--- src/rtl/periph_fifo_ot.sv ---
// Request FIFO with an outstanding-transaction limiter between an upstream and a downstream
// port, plus an optional one-cycle response register and an unexpected-response flag.
module periph_fifo_ot #(
    parameter int unsigned ADDR_WIDTH = 32,
    parameter int unsigned DATA_WIDTH = 32,
    parameter int unsigned BE_WIDTH   = DATA_WIDTH / 8,
    parameter int unsigned REQ_DEPTH  = 2,
    parameter int unsigned MAX_OT     = 4,
    parameter int unsigned RSP_REG    = 1
) (
    input  logic                               clk_i,
    input  logic                               rst_ni,
    input  logic                               test_en_i,
    input  logic                               data_req_i,
    input  logic [ADDR_WIDTH-1:0]              data_add_i,
    input  logic                               data_wen_i,
    input  logic [DATA_WIDTH-1:0]              data_wdata_i,
    input  logic [BE_WIDTH-1:0]                data_be_i,
    output logic                               data_gnt_o,
    output logic                               data_req_o,
    output logic [ADDR_WIDTH-1:0]              data_add_o,
    output logic                               data_wen_o,
    output logic [DATA_WIDTH-1:0]              data_wdata_o,
    output logic [BE_WIDTH-1:0]                data_be_o,
    input  logic                               data_gnt_i,
    input  logic                               data_r_valid_i,
    input  logic                               data_r_opc_i,
    input  logic [DATA_WIDTH-1:0]              data_r_rdata_i,
    output logic                               data_r_valid_o,
    output logic                               data_r_opc_o,
    output logic [DATA_WIDTH-1:0]              data_r_rdata_o,
    output logic [$clog2(REQ_DEPTH+1)-1:0]     fifo_cnt_o,
    output logic [$clog2(MAX_OT+1)-1:0]        ot_cnt_o,
    output logic                               idle_o,
    output logic                               err_rsp_o
);

    localparam int unsigned CntW = $clog2(REQ_DEPTH + 1);
    localparam int unsigned OtW  = $clog2(MAX_OT + 1);
    localparam int unsigned PtrW = (REQ_DEPTH > 1) ? $clog2(REQ_DEPTH) : 1;
    localparam int unsigned EntW = ADDR_WIDTH + 1 + DATA_WIDTH + BE_WIDTH;

    logic [EntW-1:0] mem_q [REQ_DEPTH];
    logic [PtrW-1:0] wr_ptr_q, wr_ptr_d;
    logic [PtrW-1:0] rd_ptr_q, rd_ptr_d;
    logic [CntW-1:0] cnt_q, cnt_d;
    logic [OtW-1:0]  ot_q, ot_d;
    logic            push, pop, rsp_err;
    logic            unused_test_en;

    assign unused_test_en = test_en_i;

    function automatic logic [PtrW-1:0] ptr_inc(input logic [PtrW-1:0] p);
        if (p == PtrW'(REQ_DEPTH - 1)) begin
            return '0;
        end
        return p + PtrW'(1);
    endfunction

    // Grant depends on state only, so a same-cycle pop never frees room for a push.
    assign data_gnt_o = (cnt_q < CntW'(REQ_DEPTH));
    assign push       = data_req_i && data_gnt_o;
    assign data_req_o = (cnt_q != '0) && (ot_q < OtW'(MAX_OT));
    assign pop        = data_req_o && data_gnt_i;

    assign {data_add_o, data_wen_o, data_wdata_o, data_be_o} = mem_q[rd_ptr_q];

    // A response with nothing outstanding (and no pop to cover it) is flagged, not counted.
    assign rsp_err = data_r_valid_i && !pop && (ot_q == '0);

    always_comb begin
        wr_ptr_d = wr_ptr_q;
        rd_ptr_d = rd_ptr_q;
        cnt_d    = cnt_q;
        ot_d     = ot_q;
        if (push) begin
            wr_ptr_d = ptr_inc(wr_ptr_q);
        end
        if (pop) begin
            rd_ptr_d = ptr_inc(rd_ptr_q);
        end
        if (push && !pop) begin
            cnt_d = cnt_q + CntW'(1);
        end else if (!push && pop) begin
            cnt_d = cnt_q - CntW'(1);
        end
        if (pop && !data_r_valid_i) begin
            ot_d = ot_q + OtW'(1);
        end else if (!pop && data_r_valid_i && (ot_q != '0)) begin
            ot_d = ot_q - OtW'(1);
        end
    end

    always_ff @(posedge clk_i or negedge rst_ni) begin
        if (!rst_ni) begin
            wr_ptr_q <= '0;
            rd_ptr_q <= '0;
            cnt_q    <= '0;
            ot_q     <= '0;
        end else begin
            wr_ptr_q <= wr_ptr_d;
            rd_ptr_q <= rd_ptr_d;
            cnt_q    <= cnt_d;
            ot_q     <= ot_d;
        end
    end

    always_ff @(posedge clk_i) begin
        if (push) begin
            mem_q[wr_ptr_q] <= {data_add_i, data_wen_i, data_wdata_i, data_be_i};
        end
    end

    generate
        if (RSP_REG != 0) begin : g_rsp_reg
            logic                  valid_q, opc_q, err_q;
            logic [DATA_WIDTH-1:0] rdata_q;

            always_ff @(posedge clk_i or negedge rst_ni) begin
                if (!rst_ni) begin
                    valid_q <= 1'b0;
                    opc_q   <= 1'b0;
                    err_q   <= 1'b0;
                    rdata_q <= '0;
                end else begin
                    valid_q <= data_r_valid_i;
                    err_q   <= rsp_err;
                    if (data_r_valid_i) begin
                        opc_q   <= data_r_opc_i;
                        rdata_q <= data_r_rdata_i;
                    end
                end
            end

            assign data_r_valid_o = valid_q;
            assign data_r_opc_o   = opc_q;
            assign data_r_rdata_o = rdata_q;
            assign err_rsp_o      = err_q;
        end else begin : g_rsp_comb
            assign data_r_valid_o = data_r_valid_i;
            assign data_r_opc_o   = data_r_opc_i;
            assign data_r_rdata_o = data_r_rdata_i;
            assign err_rsp_o      = rsp_err;
        end
    endgenerate

    assign fifo_cnt_o = cnt_q;
    assign ot_cnt_o   = ot_q;
    assign idle_o     = (cnt_q == '0) && (ot_q == '0) && !data_r_valid_o;

endmodule

--- config.mk ---
export PLATFORM = sky130hd
export DESIGN_NAME = periph_fifo_ot
export DESIGN_NICKNAME = d
export VERILOG_FILES = /design/src/rtl/periph_fifo_ot.sv
export SDC_FILE = /design/constraint.sdc
export NUM_CORES = 1
export LEC_CHECK = 0
export ABC_AREA = 1
export CAP_MARGIN = 0
export CORE_MARGIN = 8
export CORE_UTILIZATION = 35
export DETAILED_ROUTE_END_ITERATION = 10
export HOLD_SLACK_MARGIN = 0.1
export PLACE_DENSITY = 0.69
export SYNTH_ARGS = -nofsm -noshare
export SYNTH_HDL_FRONTEND = slang
export SYNTH_SLANG_ARGS = --single-unit
--- constraint.sdc ---
create_clock -name clk_i -period 5.3 [get_ports clk_i]
set_input_delay 1.06 -clock clk_i [delete_from_list [all_inputs] [get_ports clk_i]]
set_output_delay 1.06 -clock clk_i [all_outputs]
set_load 0.01 [all_outputs]
[Word level (Yosys, flattened, before mapping)]
Memory sizes are Yosys's and may differ from the RTL's.
Index checks and enable logic that the tools add are counted.
Storage, ports and cells
  RAM bits: 138
  bits in registers: 42
  memories kept: 1
  input bits: 108
Operators by class
  multiplexer cells: 14
  order comparisons: 2
  reduce and logical (&&, ||, !) cells: 21
  add/subtract/negate cells: 6
Memories
  mem_q: words 2, width 69, read ports 1, clocked after memory_dff 0, write ports 1, line 43  | logic [EntW-1:0] mem_q [REQ_DEPTH];
Operators with widths (count)
  1-bit logical AND: 11
  1-bit two-way mux: 10
  3-bit two-way mux: 2
  2-bit nonzero test: 3
  1-bit zero test: 4
  2-bit two-way mux: 2
  3-bit by 1-bit adder with 3-bit output (second input constant): 1
  3-bit zero test: 1
  3-bit < comparator (second input constant): 1
  3-bit nonzero test: 1
  3-bit by 1-bit subtractor with 3-bit output (second input constant): 1
  1-bit adder (second input constant): 2
  2-bit by 1-bit adder with 2-bit output (second input constant): 1
  2-bit zero test: 1
  2-bit < comparator (second input constant): 1
  2-bit by 1-bit subtractor with 2-bit output (second input constant): 1

[Depth between registers and ports, before layout]
  depth after elaboration: 8
  gate-level depth with buffers: 8

[Least setup slack after synthesis]
OpenSTA, ideal clock, no wires.
  path type: input to register
  start: input port data_req_i
  end: memory mem_q[0][0] in the netlist's numbering (enable)
  arrival time: 4052 ps
  setup time: 496 ps
  buffers on the path: 0
  required time: 4804 ps
  path slack: 752 ps
  stages: 2
  cell sequence: nand2_1 nor2_1
Between the ends
  cells in the longest elaborated chain, start to end: 3
RTL lines
  start, declared: line 14  | input logic data_req_i,
  1-bit logical AND: line 62  | assign push = data_req_i && data_gnt_o;
  1-bit two-way mux: line 109  | if (push) begin
  1-bit two-way mux (implied by the code): line 110  | mem_q[wr_ptr_q] <= {data_add_i, data_wen_i, data_wdata_i, data_be_i};
  end, declared: line 43
No other way between the ends.

[Final worst setup path]
  start: register rd_ptr_q
  end: output port data_add_o[13]
Between the ends
  cells in the longest elaborated chain, start to end: 1
RTL lines
  start, declared: line 45  | logic [PtrW-1:0] rd_ptr_q, rd_ptr_d;
  start signal, assigned: line 102  | rd_ptr_q <= rd_ptr_d;
  memory read 2 x 69 bit
  end, declared: line 21  | output logic [ADDR_WIDTH-1:0] data_add_o,
No other way between the ends.

==> metrics <==
FILL cells 1,633; CTS Buf Count 17; max_slew headroom 36.7%; period utilization 69.2%; Setup TNS 0 ps; io pins 220; Cell Area, Synth 6720 µm²; vias in the first global route roughly 4,700; measured slew at the worst slew-check pin 949 ps; crit path DAT 2610 ps; CTS tree yes; Final Util 52.0%; post-synthesis instance total 552; Final min period around 3700 ps; Yosys reg bits 180; grt ovf 0; full die area 23,900 µm²; Root Driver clkbuf_16; R2R Setup Slk 3220 ps; antenna violations before repair 0; Die X 155 µm; diode count 0; share of the synthesized area in the top cell type 61.7%; gr usage total 14.0%; r2r endpoint mem_q[1][5]; Main synth FF type edfxtp_1; post-CTS sizing 0; CP startpoint rd_ptr_q; die height 155 µm; Post-CTS Hold Fix Bufs 0; Avg Inst Size Synth 12.2 µm²; Port Buffers 218; number of synthesized flops with an enable pin about 140; Post-DP Area 9160 µm²; syn nets 662; clock-pin slew on the worst setup and hold paths 70 ps; Final WS setup 1630 ps; final hold violations 0; CTS Buffer Depth 2; leading post-synthesis cells by cell area edfxtp_1, nand2_1, dfrtp_1; Fmax achieved 0.273 GHz; Final Max Tran Viols 0; vias approximately 4,500; Critical Path End data_add_o[13]; Setup CP Type reg -> out; Power Dens Cells slightly below 500 nW/µm²; setup slack at placement 2020 ps; CTS sink count 180; Worst Setup End Kind output pin; insertion delay to the later sink of the worst-skew pair 420 ps; worst vdd ir 271 µV; Design Power ~4.8 mW; GPL Wtd Cong 0.761; Worst Path Max Fanout 39; final WL 16.8 mm; DRC errors left 0; ys async rst share 23.3%; starting density of the core 35.8%; Final setup viols 0; Seq/Total Area, Yosys 77.3%; post-CTS setup buffers 0; post-synth top area cell edfxtp_1; launch point of the worst reg-to-reg path fifo_cnt_o[1]; H-tree depth 4; routed len/inst 16.4 µm; startpoint types flop; largest net degree at the start of global routing 70; share of post-route cells with drive strength above 1 around 6.4%; global-route wire length before repair 25.7 mm; 1st-iter DRT viols 177; Tightest Hold Check Type reg -> reg; YS warnings 0; row count 50; Yosys cell types 23; Vias per Instance about 4.5; RSZ-0062 raised after global routing no; Final ANT Viol Nets 0; Reg2Reg Depth 4; status completed; core footprint 18,800 µm²; drt first pass iters 6; max cap viols 0; Final nets a little under 900; design area 9770 µm²; worst path required time 4240 ps; placed wire-length estimate ~11 mm; Pleak 3.99 nW; Synth-to-Final Area Change 45.3%; Clock Skews 10.8 ps
## power breakdown
| part | switching (mW) | total, mW | internal (mW) |
|---|---|---|---|
| sequential | 0.0816 | 1.87 | 1.79 |
| clock | 0.546 | 1.30 | 0.750 |
| combinational | 0.896 | 1.68 | 0.780 |
## cell usage in the layout (no fill, tap or decap), types with 3 or more instances in the layout
master,instances
nand2_1,313
clkdlybuf4s50_1,217
edfxtp_1,138
dfrtp_1,41
clkbuf_16,17
inv_1,8
inv_2,4
nand3_2,3
xor2_1,3
clkinv_2,3
bufinv_16,3
buf_4,3
## worst min path at each step
stage,start,endpoint,slack [ps],cells after the start
floorplan,data_r_opc_o,data_r_opc_o,510,2
global placement,data_r_rdata_o[1],data_r_rdata_o[1],450,2
detailed placement,data_r_rdata_o[0],data_r_rdata_o[0],460,2
CTS,data_r_rdata_o[0],data_r_rdata_o[0],480,2
global route,data_r_rdata_o[14],data_r_rdata_o[14],490,2
finish,data_r_rdata_o[1],data_r_rdata_o[1],470,2
## area by class of cell
type	count	area, µm²	area share, %
Clock inverter	14	174	1.78
Multi-Input combinational cell	338	1390	14.2
Sequential cell	180	5200	53.2
Timing Repair Buffer	223	2240	22.9
Tap cell	234	293	3.00
Inverter	12	45.0	0.461
Clock buffer	18	429	4.39
## registers in the layout (all words and copies together) (netlist names)
| signal | cells |
|---|---|
| err_rsp_o | 1 |
| rd_ptr_q | 1 |
| wr_ptr_q | 1 |
| data_r_rdata_o | 32 |
| mem_q | 138 |
| fifo_cnt_o | 2 |
| data_r_valid_o | 1 |
| ot_cnt_o | 3 |
| data_r_opc_o | 1 |
## cells in the mapped netlist (3+ instances only)
| master | number |
|---|---|
| nand2_1 | 313 |
| edfxtp_1 | 138 |
| dfrtp_1 | 42 |
| buf_2 | 12 |
| clkbuf_1 | 8 |
| inv_1 | 8 |
| inv_2 | 4 |
| nor2_1 | 4 |
| nand3_2 | 3 |
| xor2_1 | 3 |
## metrics by stage
stage,hold WS [ps],std cells
after floorplan,509,552
after detailed placement,458,987
after CTS,475,1019
final,472,1019
after global routing,489,1019
after global placement,452,987
## cell families after synthesis
logic type,Yosys count,share of synthesized area (%)
AND/OR/NAND/NOR,328,19.1
flip-flops,180,77.3
buffers and inverters,34,2.23
AO/OA/AOI/OAI,4,0.316
XOR/XNOR,4,0.522
adder cells (fa/ha/maj),2,0.484
## routing by layer
layer  up-vias  global-route usage [%]  part of all wire (%)
li1       2238                       -                     -
met1      2116                    16.3                    42
met2       178                    21.8                    46
met3        10                    7.22                    11
met4         0                    5.04                  0.97
met5         -                       0                     0
## critical path, cell delays in order (launching register included)
cell             delay [ps]
dfrtp_2                 410
inv_2                   460
buf_4                   520
nand2_1                  90
nand2_1                 100
clkdlybuf4s50_1         570
Power figures use the tool's default switching activity.
